[src/rtl/arm32_base.sv]
// Constants shared across the fetch front end.
// Reset PC and architectural word size.
package arm32_base;
   localparam logic [31:0] RESET_PC   = 32'd0;
   localparam int unsigned WORD_BYTES = 4;
endpackage

[src/rtl/fetch_slot_ring.sv]
// In-order slot ring: fetch PC, fetched word and filled flag per slot.
// Tracks alloc/fill/head pointers, used and in-flight counts.
module fetch_slot_ring
   import arm32_base::*;
#(
   parameter int QDEPTH = 2,
   localparam int PW = $clog2(QDEPTH),
   localparam int CW = PW + 1
) (
   input  logic          clk,
   input  logic          i_reset,
   input  logic          i_flush,
   input  logic          i_alloc_en,
   input  logic [31:0]   i_alloc_pc,
   input  logic          i_fill_en,
   input  logic [31:0]   i_fill_data,
   input  logic          i_deq_en,
   output logic [CW-1:0] o_used,
   output logic [CW-1:0] o_pend,
   output logic [31:0]   o_inst,
   output logic [31:0]   o_inst_pc,
   output logic          o_inst_valid
);

   localparam logic [PW-1:0] P_ONE = PW'(1);

   logic [31:0]       r_pc   [QDEPTH];
   logic [31:0]       r_word [QDEPTH];
   logic [QDEPTH-1:0] r_filled;
   logic [PW-1:0]     r_alloc;
   logic [PW-1:0]     r_fill;
   logic [PW-1:0]     r_head;
   logic [CW-1:0]     r_used;
   logic [CW-1:0]     r_pend;

   always_ff @(posedge clk) begin
      if (i_reset || i_flush) begin
         r_alloc  <= '0;
         r_fill   <= '0;
         r_head   <= '0;
         r_used   <= '0;
         r_pend   <= '0;
         r_filled <= '0;
         for (int i = 0; i < QDEPTH; i++) begin
            r_pc[i]   <= RESET_PC;
            r_word[i] <= '0;
         end
      end else begin
         // Clear on dequeue so a stale flag never shows as a valid head.
         if (i_deq_en) begin
            r_filled[r_head] <= 1'b0;
            r_head           <= r_head + P_ONE;
         end
         if (i_alloc_en) begin
            r_pc[r_alloc]     <= i_alloc_pc;
            r_filled[r_alloc] <= 1'b0;
            r_alloc           <= r_alloc + P_ONE;
         end
         if (i_fill_en) begin
            r_word[r_fill]   <= i_fill_data;
            r_filled[r_fill] <= 1'b1;
            r_fill           <= r_fill + P_ONE;
         end
         r_used <= r_used + CW'(i_alloc_en) - CW'(i_deq_en);
         r_pend <= r_pend + CW'(i_alloc_en) - CW'(i_fill_en);
      end
   end

   assign o_used       = r_used;
   assign o_pend       = r_pend;
   assign o_inst_valid = r_filled[r_head];
   assign o_inst       = r_filled[r_head] ? r_word[r_head] : '0;
   assign o_inst_pc    = r_pc[r_head];

endmodule

[src/rtl/ifetch_unit.sv]
// Instruction fetch: issues pc to imem, buffers words in order,
// and squashes wrong-path fetches on a taken branch.
module ifetch_unit
   import arm32_base::*;
#(
   parameter int QDEPTH = 2
) (
   input  logic        clk,
   input  logic        reset,
   input  logic [31:0] pc,
   input  logic        branch_taken,
   output logic        do_update,
   output logic        imem_req,
   output logic [31:0] imem_addr,
   input  logic        imem_gnt,
   input  logic        imem_rvalid,
   input  logic [31:0] imem_rdata,
   output logic [31:0] inst,
   output logic [31:0] inst_pc,
   output logic        inst_valid,
   input  logic        inst_ready
);

   localparam int CW = $clog2(QDEPTH) + 1;
   localparam logic [CW-1:0] C_ONE = CW'(1);

   logic [CW-1:0] w_used;
   logic [CW-1:0] w_pend;
   logic [CW-1:0] r_discard;
   logic [CW:0]   w_credits;
   logic          w_deq;
   logic          w_flush;
   logic          w_grant;
   logic          w_rv_ok;
   logic          w_fill;

   assign w_deq   = inst_valid && inst_ready;
   assign w_flush = w_deq && branch_taken;

   // The slot freed by this cycle's dequeue can be reused at once.
   assign w_credits = (CW+1)'(QDEPTH) + (CW+1)'(w_deq)
                    - {1'b0, w_used} - {1'b0, r_discard};

   assign imem_req  = !reset && (w_credits != '0) && !w_flush;
   assign imem_addr = pc;
   assign w_grant   = imem_req && imem_gnt;
   assign do_update = w_grant || (w_flush && !reset);

   assign w_rv_ok = imem_rvalid && ((r_discard != '0) || (w_pend != '0));
   assign w_fill  = imem_rvalid && (r_discard == '0)
                 && (w_pend != '0) && !w_flush;

   // On flush every in-flight response must be dropped, minus the one
   // consumed this cycle (from discard or from a squashed slot).
   always_ff @(posedge clk) begin
      if (reset) begin
         r_discard <= '0;
      end else if (w_flush) begin
         r_discard <= r_discard + w_pend - CW'(w_rv_ok);
      end else if (imem_rvalid && (r_discard != '0)) begin
         r_discard <= r_discard - C_ONE;
      end
   end

   fetch_slot_ring #(
      .QDEPTH(QDEPTH)
   ) u_ring (
      .clk         (clk),
      .i_reset     (reset),
      .i_flush     (w_flush),
      .i_alloc_en  (w_grant),
      .i_alloc_pc  (pc),
      .i_fill_en   (w_fill),
      .i_fill_data (imem_rdata),
      .i_deq_en    (w_deq),
      .o_used      (w_used),
      .o_pend      (w_pend),
      .o_inst      (inst),
      .o_inst_pc   (inst_pc),
      .o_inst_valid(inst_valid)
   );

endmodule
[config.mk]
export PLATFORM = sky130hd
export DESIGN_NAME = ifetch_unit
export DESIGN_NICKNAME = d
export VERILOG_FILES = /design/src/rtl/arm32_base.sv /design/src/rtl/fetch_slot_ring.sv /design/src/rtl/ifetch_unit.sv
export SDC_FILE = /design/constraint.sdc
export NUM_CORES = 1
export LEC_CHECK = 0
export ABC_AREA = 1
export CORE_ASPECT_RATIO = 1.1
export CORE_MARGIN = 3
export CORE_UTILIZATION = 25
export DETAILED_ROUTE_END_ITERATION = 7
export GPL_TIMING_DRIVEN = 0
export HOLD_SLACK_MARGIN = 0.03
export MAX_ROUTING_LAYER = met4
export PLACE_DENSITY = 0.43
export SYNTH_ARGS = -nofsm -noshare
export SYNTH_HDL_FRONTEND = slang
export SYNTH_SLANG_ARGS = --single-unit
[constraint.sdc]
create_clock -name clk -period 6.24 [get_ports clk]
set_clock_uncertainty 0.05 [all_clocks]
set_input_delay 1.56 -clock clk [delete_from_list [all_inputs] [get_ports clk]]
set_output_delay 1.56 -clock clk [all_outputs]
set_load 0.01 [all_outputs]
==> results of run 1 <==
==> area by class of cell <==
class | instances | area, µm² | area share, %
timing repair buffer | 168 | 1680 | 17.7
clock inverter | 15 | 139 | 1.46
multi-input combinational | 293 | 1910 | 20.1
sequential | 140 | 4080 | 43.0
buffer | 54 | 384 | 4.04
inverter | 116 | 438 | 4.61
tap | 352 | 440 | 4.63
clock buffer | 17 | 425 | 4.48
antenna | 1 | 2.50 | 0.0263
==> per-stage QoR <==
stage / total power (W) / hold slack, ns / std cells / util [%] / instance area (µm²)
floorplan: 0.00190 / 0.450 / 603 / - / 6800
global placement: 0.00235 / 0.472 / 1123 / 33.7 / 8920
detailed placement: 0.00237 / 0.480 / 1123 / 33.7 / 8930
CTS: 0.00336 / 0.490 / 1155 / 35.9 / 9500
global route: 0.00350 / 0.528 / 1156 / 35.9 / 9500
finish: 0.00331 / 0.486 / 1156 / 35.9 / 9500
==> flip-flops by register name, summed over array words and instances, names as in the netlist, named ones only <==
name,cells
u_ring.r_pc,64
u_ring.o_used,2
u_ring.r_alloc,1
r_discard,2
u_ring.r_word,64
u_ring.o_pend,2
u_ring.r_head,1
u_ring.r_fill,1
u_ring.r_filled,2
==> metal layers <==
layer | share of wire (%) | global-route usage (%)
met5 | 0 | -
met3 | 5.8 | 2.89
met2 | 47 | 19.0
met1 | 46 | 14.5
met4 | 1.1 | 3.31
==> worst register-to-register path: stages (launching register included) <==
cell	delay, ns
dfxtp_1	0.37
inv_2	0.07
nand2_2	0.08
a21boi_0	0.21
fa_1	0.46
fa_1	0.49
nor2_1	0.05
a21oi_2	0.25
nand4_2	0.29
buf_2	0.30
nand2_2	0.64
==> worst max path at each step <==
| stage | slack [ns] | cells after the start | endpoint |
|---|---|---|---|
| 6_report | 0.24 | 9 | do_update |
| 5_1_grt | 0.09 | 9 | do_update |
| 4_1_cts | 0.11 | 9 | do_update |
| 3_5_place_dp | -0.02 | 9 | do_update |
| 3_3_place_gp | 0.06 | 9 | do_update |
| 2_1_floorplan | 1.40 | 7 | do_update |
==> placed cells by master, fill, tap and decap left out, drive strengths merged, types with 2 or more instances in the layout <==
cell type	netlist	layout
clkdlybuf4s50	0	168
a21boi	3	3
or2	3	3
dfxtp	12	12
a21oi	6	6
ha	7	7
clkinv	0	2
o21ai	3	3
nor2	136	136
inv	116	128
clkbuf	2	19
fa	2	2
nand3	6	6
buf	52	52
xnor2	5	5
edfxtp	128	128
nand4	2	2
nand2	53	53
mux2	64	64
==> timing repair <==
item | CTS | global route
endpoints found under the hold margin | 0 | 0
endpoints found under the setup margin | 1 | 1
setup buffers | 0 | 0
resized for setup | 1 | 1
gates cloned | 0 | 0
==> cells by family after synthesis <==
kind of cell,Yosys count,synth area share [%]
fa+ha+maj,9,1.88
buf+inv,170,12.1
flops,140,60.1
xor+xnor,6,0.773
compound gates,13,1.14
mux,64,10.6
simple gates,201,13.4
==> power by group <==
part / switching (W) / internal, W
Sequential: 0.0000526 / 0.00125
Clock: 0.000439 / 0.000531
Combinational: 0.000532 / 0.000498
==> summary.md, run 1 <==
| Metric | Value |
|---|---|
| Via count | `4,631` |
| Remaining DRCs | `0` |
| Most common cell in the netlist | `edfxtp_1` |
| Total GRT Usage | `11.7%` |
| Slew headroom | `40.1%` |
| Post-layout minimum cycle time | `6.00 ns` |
| Largest net degree at the start of global routing | `34` |
| Die area | `29,200 µm²` |
| Top cells by area, synth | `edfxtp_1, mux2_2, inv_1` |
| Top cell type's share of synthesized area | `56.6%` |
| Clk root buf | `clkbuf_16` |
| I/O Pins | `169` |
| YS warnings | `0` |
| HP Class | `reg -> reg` |
| CP max FO | `4` |
| Total Negative Setup Slacks | `0 ns` |
| Cell family with most CP delay | `buffers and inverters` |
| Layout area overhead | `39.8%` |
| Post-synthesis cell count | `603` |
| Rows | `62` |
| WP data arrival | `4.39 ns` |
| Clock Sinks | `140` |
| Leakage | `4.11 nW` |
| Num CTS Buffers | `17` |
| Pins Over Slew Limit | `0` |
| Hold Startpoint | `u_ring.r_fill` |
| Worst endpoint required time | `4.63 ns` |
| Startpoint types | `input port` |
| CTS Buffer Depth | `2` |
| Fin nets | `869` |
| Initial antenna violation count | `1` |
| Die span in x | `163 µm` |
| Starting DRT DRC Count | `112` |
| Flop2flop setup slack | `2.60 ns` |
| Critical R2R Launch | `u_ring.r_head` |
| Initial core utilization | `25.7%` |
| Wire length per cell | `14.4 µm` |
| DR vias/cell | `4.01` |
| CTS tree | `yes` |
| Post-route ant nets | `0` |
| WP buf/inv | `2` |
| Die Ht | `179 µm` |
| Fillers | `2,693` |
| Slowest CP cell | `clkdlybuf4s50_1` |
| R2r worst-path depth | `10` |
| Distinct cells, synth | `30` |
| Share of cells above drive strength 1 | `24.7%` |
| Status | `finished clean` |
| RD Place Congestion | `0.724` |
| Worst-Skew Late Latency | `0.41 ns` |
| Vias in the first global route | `4,910` |
| Worst-path clk slew | `0.06 ns` |
| Hold Path Stages | `2` |
| Final period util | `96.2%` |
| First-pass GRT wire length | `25.5 mm` |
| Max VDD drop | `0.000153 V` |
| Worst-path cell chain | `clkdlybuf4s50_1 > a21boi_0 > fa_1 > fa_1 > nor2_1 > a21oi_2 > nand3_2 > nand2_1 > clkdlybuf4s50_1` |
| RSZ-0062 raised after global routing | `false` |
| Synth cell count leaders | `edfxtp_1, inv_1, nor2_1` |
| EDFF count, synth | `128` |
| H-Tree Depth | `4` |
| Overflow after GRT | `0` |
| IO Port Bufs | `168` |
| Worst r2r dst | `u_ring.r_pc[0][30]` |
| CP peak stage delay | `0.54 ns` |
| Crit path capture type | `output port` |
| Hold Path Sink | `u_ring.r_fill` |
| Pre-CTS setup slack | `-0.0183 ns` |
| Achievable Freq | `167 MHz` |
| Synth Register Bits | `140` |
| CP Launch Point | `inst_ready` |
| DRT Wirelength | `16.7 mm` |
| Cell taking the most area after synthesis | `edfxtp_1` |
| Async SR Flop Fraction | `0%` |
| Cell Pwr Density | `348 nW/µm²` |
| Pre-Repair DR Iteration Count | `4` |
| Maxcap violations | `0` |
| Core area | `26,500 µm²` |
| DP Wirelength | `11.9 mm` |
| Register area share after synthesis | `60.1%` |
| Synthesized cell area | `6800 µm²` |
| Setup ws final | `0.239 ns` |
| Most used DFF post-synth | `edfxtp_1` |
| Cts hold-fix bufs | `0` |
| CP Class | `in -> out` |
| Final hold vios | `0` |
| Syn_nets | `682` |
| Final setup viols | `0` |
| Worst-Margin Slew | `0.896 ns` |
| Synthesized area per cell | `11.3 µm²` |
Note: power is estimated with default switching activity, not from simulation.
==> run 2: changes to the inputs <==
--- a/config.mk
+++ b/config.mk
@@ -6,6 +6,8 @@
 export NUM_CORES = 1
 export LEC_CHECK = 0
 export ABC_AREA = 1
+export CELL_PAD_IN_SITES_DETAIL_PLACEMENT = 2
+export CELL_PAD_IN_SITES_GLOBAL_PLACEMENT = 2
 export CORE_ASPECT_RATIO = 1.1
 export CORE_MARGIN = 3
 export CORE_UTILIZATION = 25
@@ -13,7 +15,7 @@
 export GPL_TIMING_DRIVEN = 0
 export HOLD_SLACK_MARGIN = 0.03
 export MAX_ROUTING_LAYER = met4
-export PLACE_DENSITY = 0.43
+export PLACE_DENSITY = 0.63
 export SYNTH_ARGS = -nofsm -noshare
 export SYNTH_HDL_FRONTEND = slang
 export SYNTH_SLANG_ARGS = --single-unit
==> run 2 against run 1 <==
Worst hold slack better by 0.031 ns. Fmax down 0.65%. Sequential share of layout area about the same. Cell count about the same.
==> summary.md, run 2 (synthesized netlist as in run 1, its figures left out) <==
| Metric | Value |
|---|---|
| H-Tree Depth | `4 (unchanged)` |
| Via count | `4,738 (+2.3%)` |
| Overflow after GRT | `0 (unchanged)` |
| Post-route ant nets | `0 (unchanged)` |
| DR vias/cell | `4.10 (+2.4%)` |
| Setup Buffers After CTS | `0 (unchanged)` |
| Worst endpoint required time | `4.63 ns (about the same)` |
| Worst-Margin Slew | `0.883 ns (-0.0128 ns)` |
| CP Class | `in -> out` |
| IO Port Bufs | `168 (unchanged)` |
| WP buf/inv | `2 (unchanged)` |
| Pre-Repair DR Iteration Count | `4 (unchanged)` |
| RSZ-0062 raised after global routing | `false` |
| Clock Sinks | `140 (unchanged)` |
| Worst-path clk slew | `0.06 ns (about the same)` |
| Slowest CP cell | `clkdlybuf4s50_1` |
| Pre-CTS setup slack | `-0.102 ns (-0.0836 ns)` |
| WP data arrival | `4.43 ns (+0.04 ns)` |
| Initial core utilization | `25.7% (unchanged)` |
| RD Place Congestion | `0.712 (-1.6%)` |
| Post-layout minimum cycle time | `6.04 ns (+0.0393 ns)` |
| HP Class | `reg -> reg` |
| Achievable Freq | `166 MHz (-0.65%)` |
| Total Negative Setup Slacks | `0 ns (unchanged)` |
| Crit path capture type | `output port` |
| Worst-path cell chain | `clkdlybuf4s50_1 > a21boi_0 > fa_1 > fa_1 > nor2_1 > a21oi_2 > nand3_2 > nand2_1 > clkdlybuf4s50_1` |
| Starting DRT DRC Count | `162 (+45%)` |
| CP peak stage delay | `0.54 ns (about the same)` |
| Die Ht | `179 µm (unchanged)` |
| Core area | `26,500 µm² (unchanged)` |
| Most common cell after layout, fill and taps aside | `clkdlybuf4s50_1` |
| Worst-Skew Late Latency | `0.42 ns (about the same)` |
| Cell family with most CP delay | `buffers and inverters` |
| Fin nets | `869 (unchanged)` |
| Top flop regs | `u_ring.r_pc (64), u_ring.r_word (64)` |
| Die area | `29,200 µm² (unchanged)` |
| Finished Layout Cells | `1,155 (-0.087%)` |
| Vias in the first global route | `5,391 (+9.8%)` |
| Leakage | `4.09 nW (-0.29%)` |
| Startpoint types | `input port` |
| CTS Buffer Depth | `2 (unchanged)` |
| Layout area overhead | `39.8% (about the same)` |
| CTS tree | `yes` |
| Final hold vios | `0 (unchanged)` |
| Maxcap violations | `0 (unchanged)` |
| Clk root buf | `clkbuf_16` |
| Dpl cells | `1,123 (unchanged)` |
| Setup ws final | `0.200 ns (-0.0393 ns)` |
| Pins Over Slew Limit | `0 (unchanged)` |
| Status | `finished clean` |
| Num CTS Buffers | `17 (unchanged)` |
| Wire length per cell | `16.4 µm (+13%)` |
| Rows | `62 (unchanged)` |
| Most frequent cells in the layout | `clkdlybuf4s50_1, edfxtp_1, inv_1` |
| Max VDD drop | `0.000137 V (-11%)` |
| First-pass GRT wire length | `29.4 mm (+15%)` |
| CP max FO | `4 (unchanged)` |
| Cts hold-fix bufs | `0 (unchanged)` |
| Final period util | `96.8% (+0.63 points)` |
| DP Wirelength | `13.9 mm (+17%)` |
| Initial antenna violation count | `0 (-1)` |
| Die span in x | `163 µm (unchanged)` |
| Total GRT Usage | `13.6% (+1.9 points)` |
| Remaining DRCs | `0 (unchanged)` |
| Largest net degree at the start of global routing | `34 (unchanged)` |
| DRT Wirelength | `18.9 mm (+13%)` |
| I/O Pins | `169 (unchanged)` |
| Share of cells above drive strength 1 | `24.4% (-0.25 points)` |
| Cell Pwr Density | `352 nW/µm² (+1.0%)` |
| Slew headroom | `40.9% (+0.86 points)` |
| Final setup viols | `0 (unchanged)` |
| Antenna Cells | `0 (-1)` |
-- run 2: cell count changes in the layout (fill, tap and decap cells not counted), sizes merged --
cell / previous run / this run
inv: 128 / 122
clkinv: 2 / 4
clkinvlp: 1 / 3
bufinv: 0 / 1
clkbuf: 19 / 20
diode: 1 / 0
-- run 2: layout make-up --
cell class / instances / area, µm²
repair buffers: 168 / 1680
plain buffers: 54 / 384
well taps: 352 / 440
flip-flops and latches: 140 / 4080
inverters: 116 / 438
clock buffers: 18 / 429
clock inverters: 14 / 134
fillers: 2813 / 17000
multi-input cells: 293 / 1910
-- run 2: worst paths after layout --
check,cells after the start,slack (ns),startpoint,to
setup / recovery,9,0.20,inst_ready,do_update
hold / removal,2,0.52,u_ring.r_fill,u_ring.r_fill
setup reg to reg,10,2.59,u_ring.r_head,u_ring.r_pc[0][18]
hold reg to reg,2,0.52,u_ring.r_fill,u_ring.r_fill
-- run 2: tightest hold or removal path, stage by stage, from the launching register on --
cell	delay [ns]
dfxtp_1	0.35
nand3_1	0.11
nand2_1	0.06
-- run 2: per-layer routing --
layer  track usage [%]  wire length (µm)
met2              24.1              9990
met1              15.4              7820
met4              3.52               199
met3              3.23               912
met5                 -                 0
-- run 2: where the power goes --
group / internal, W / leakage, nW / switching (W)
clock network: 0.000556 / 0.268 / 0.000424
logic: 0.000500 / 2.39 / 0.000547
registers: 0.00126 / 1.43 / 0.0000570
total: 0.00231 / 4.09 / 0.00103
-- run 2: per-stage QoR --
| step | power (W) | hold WS (ns) | util [%] | area [µm²] |
|---|---|---|---|---|
| after floorplan | 0.00190 | 0.450 | - | 6800 |
| after global placement | 0.00235 | 0.466 | 33.7 | 8920 |
| after detailed placement | 0.00240 | 0.512 | 33.7 | 8930 |
| after CTS | 0.00341 | 0.521 | 35.9 | 9500 |
| after global routing | 0.00355 | 0.547 | 35.9 | 9500 |
| final | 0.00334 | 0.517 | 35.9 | 9500 |
-- run 2: timing repair --
item	4_1_cts	5_1_grt
resized for setup	2	0
hold endpoints to repair	0	0
endpoints found under the setup margin	1	0
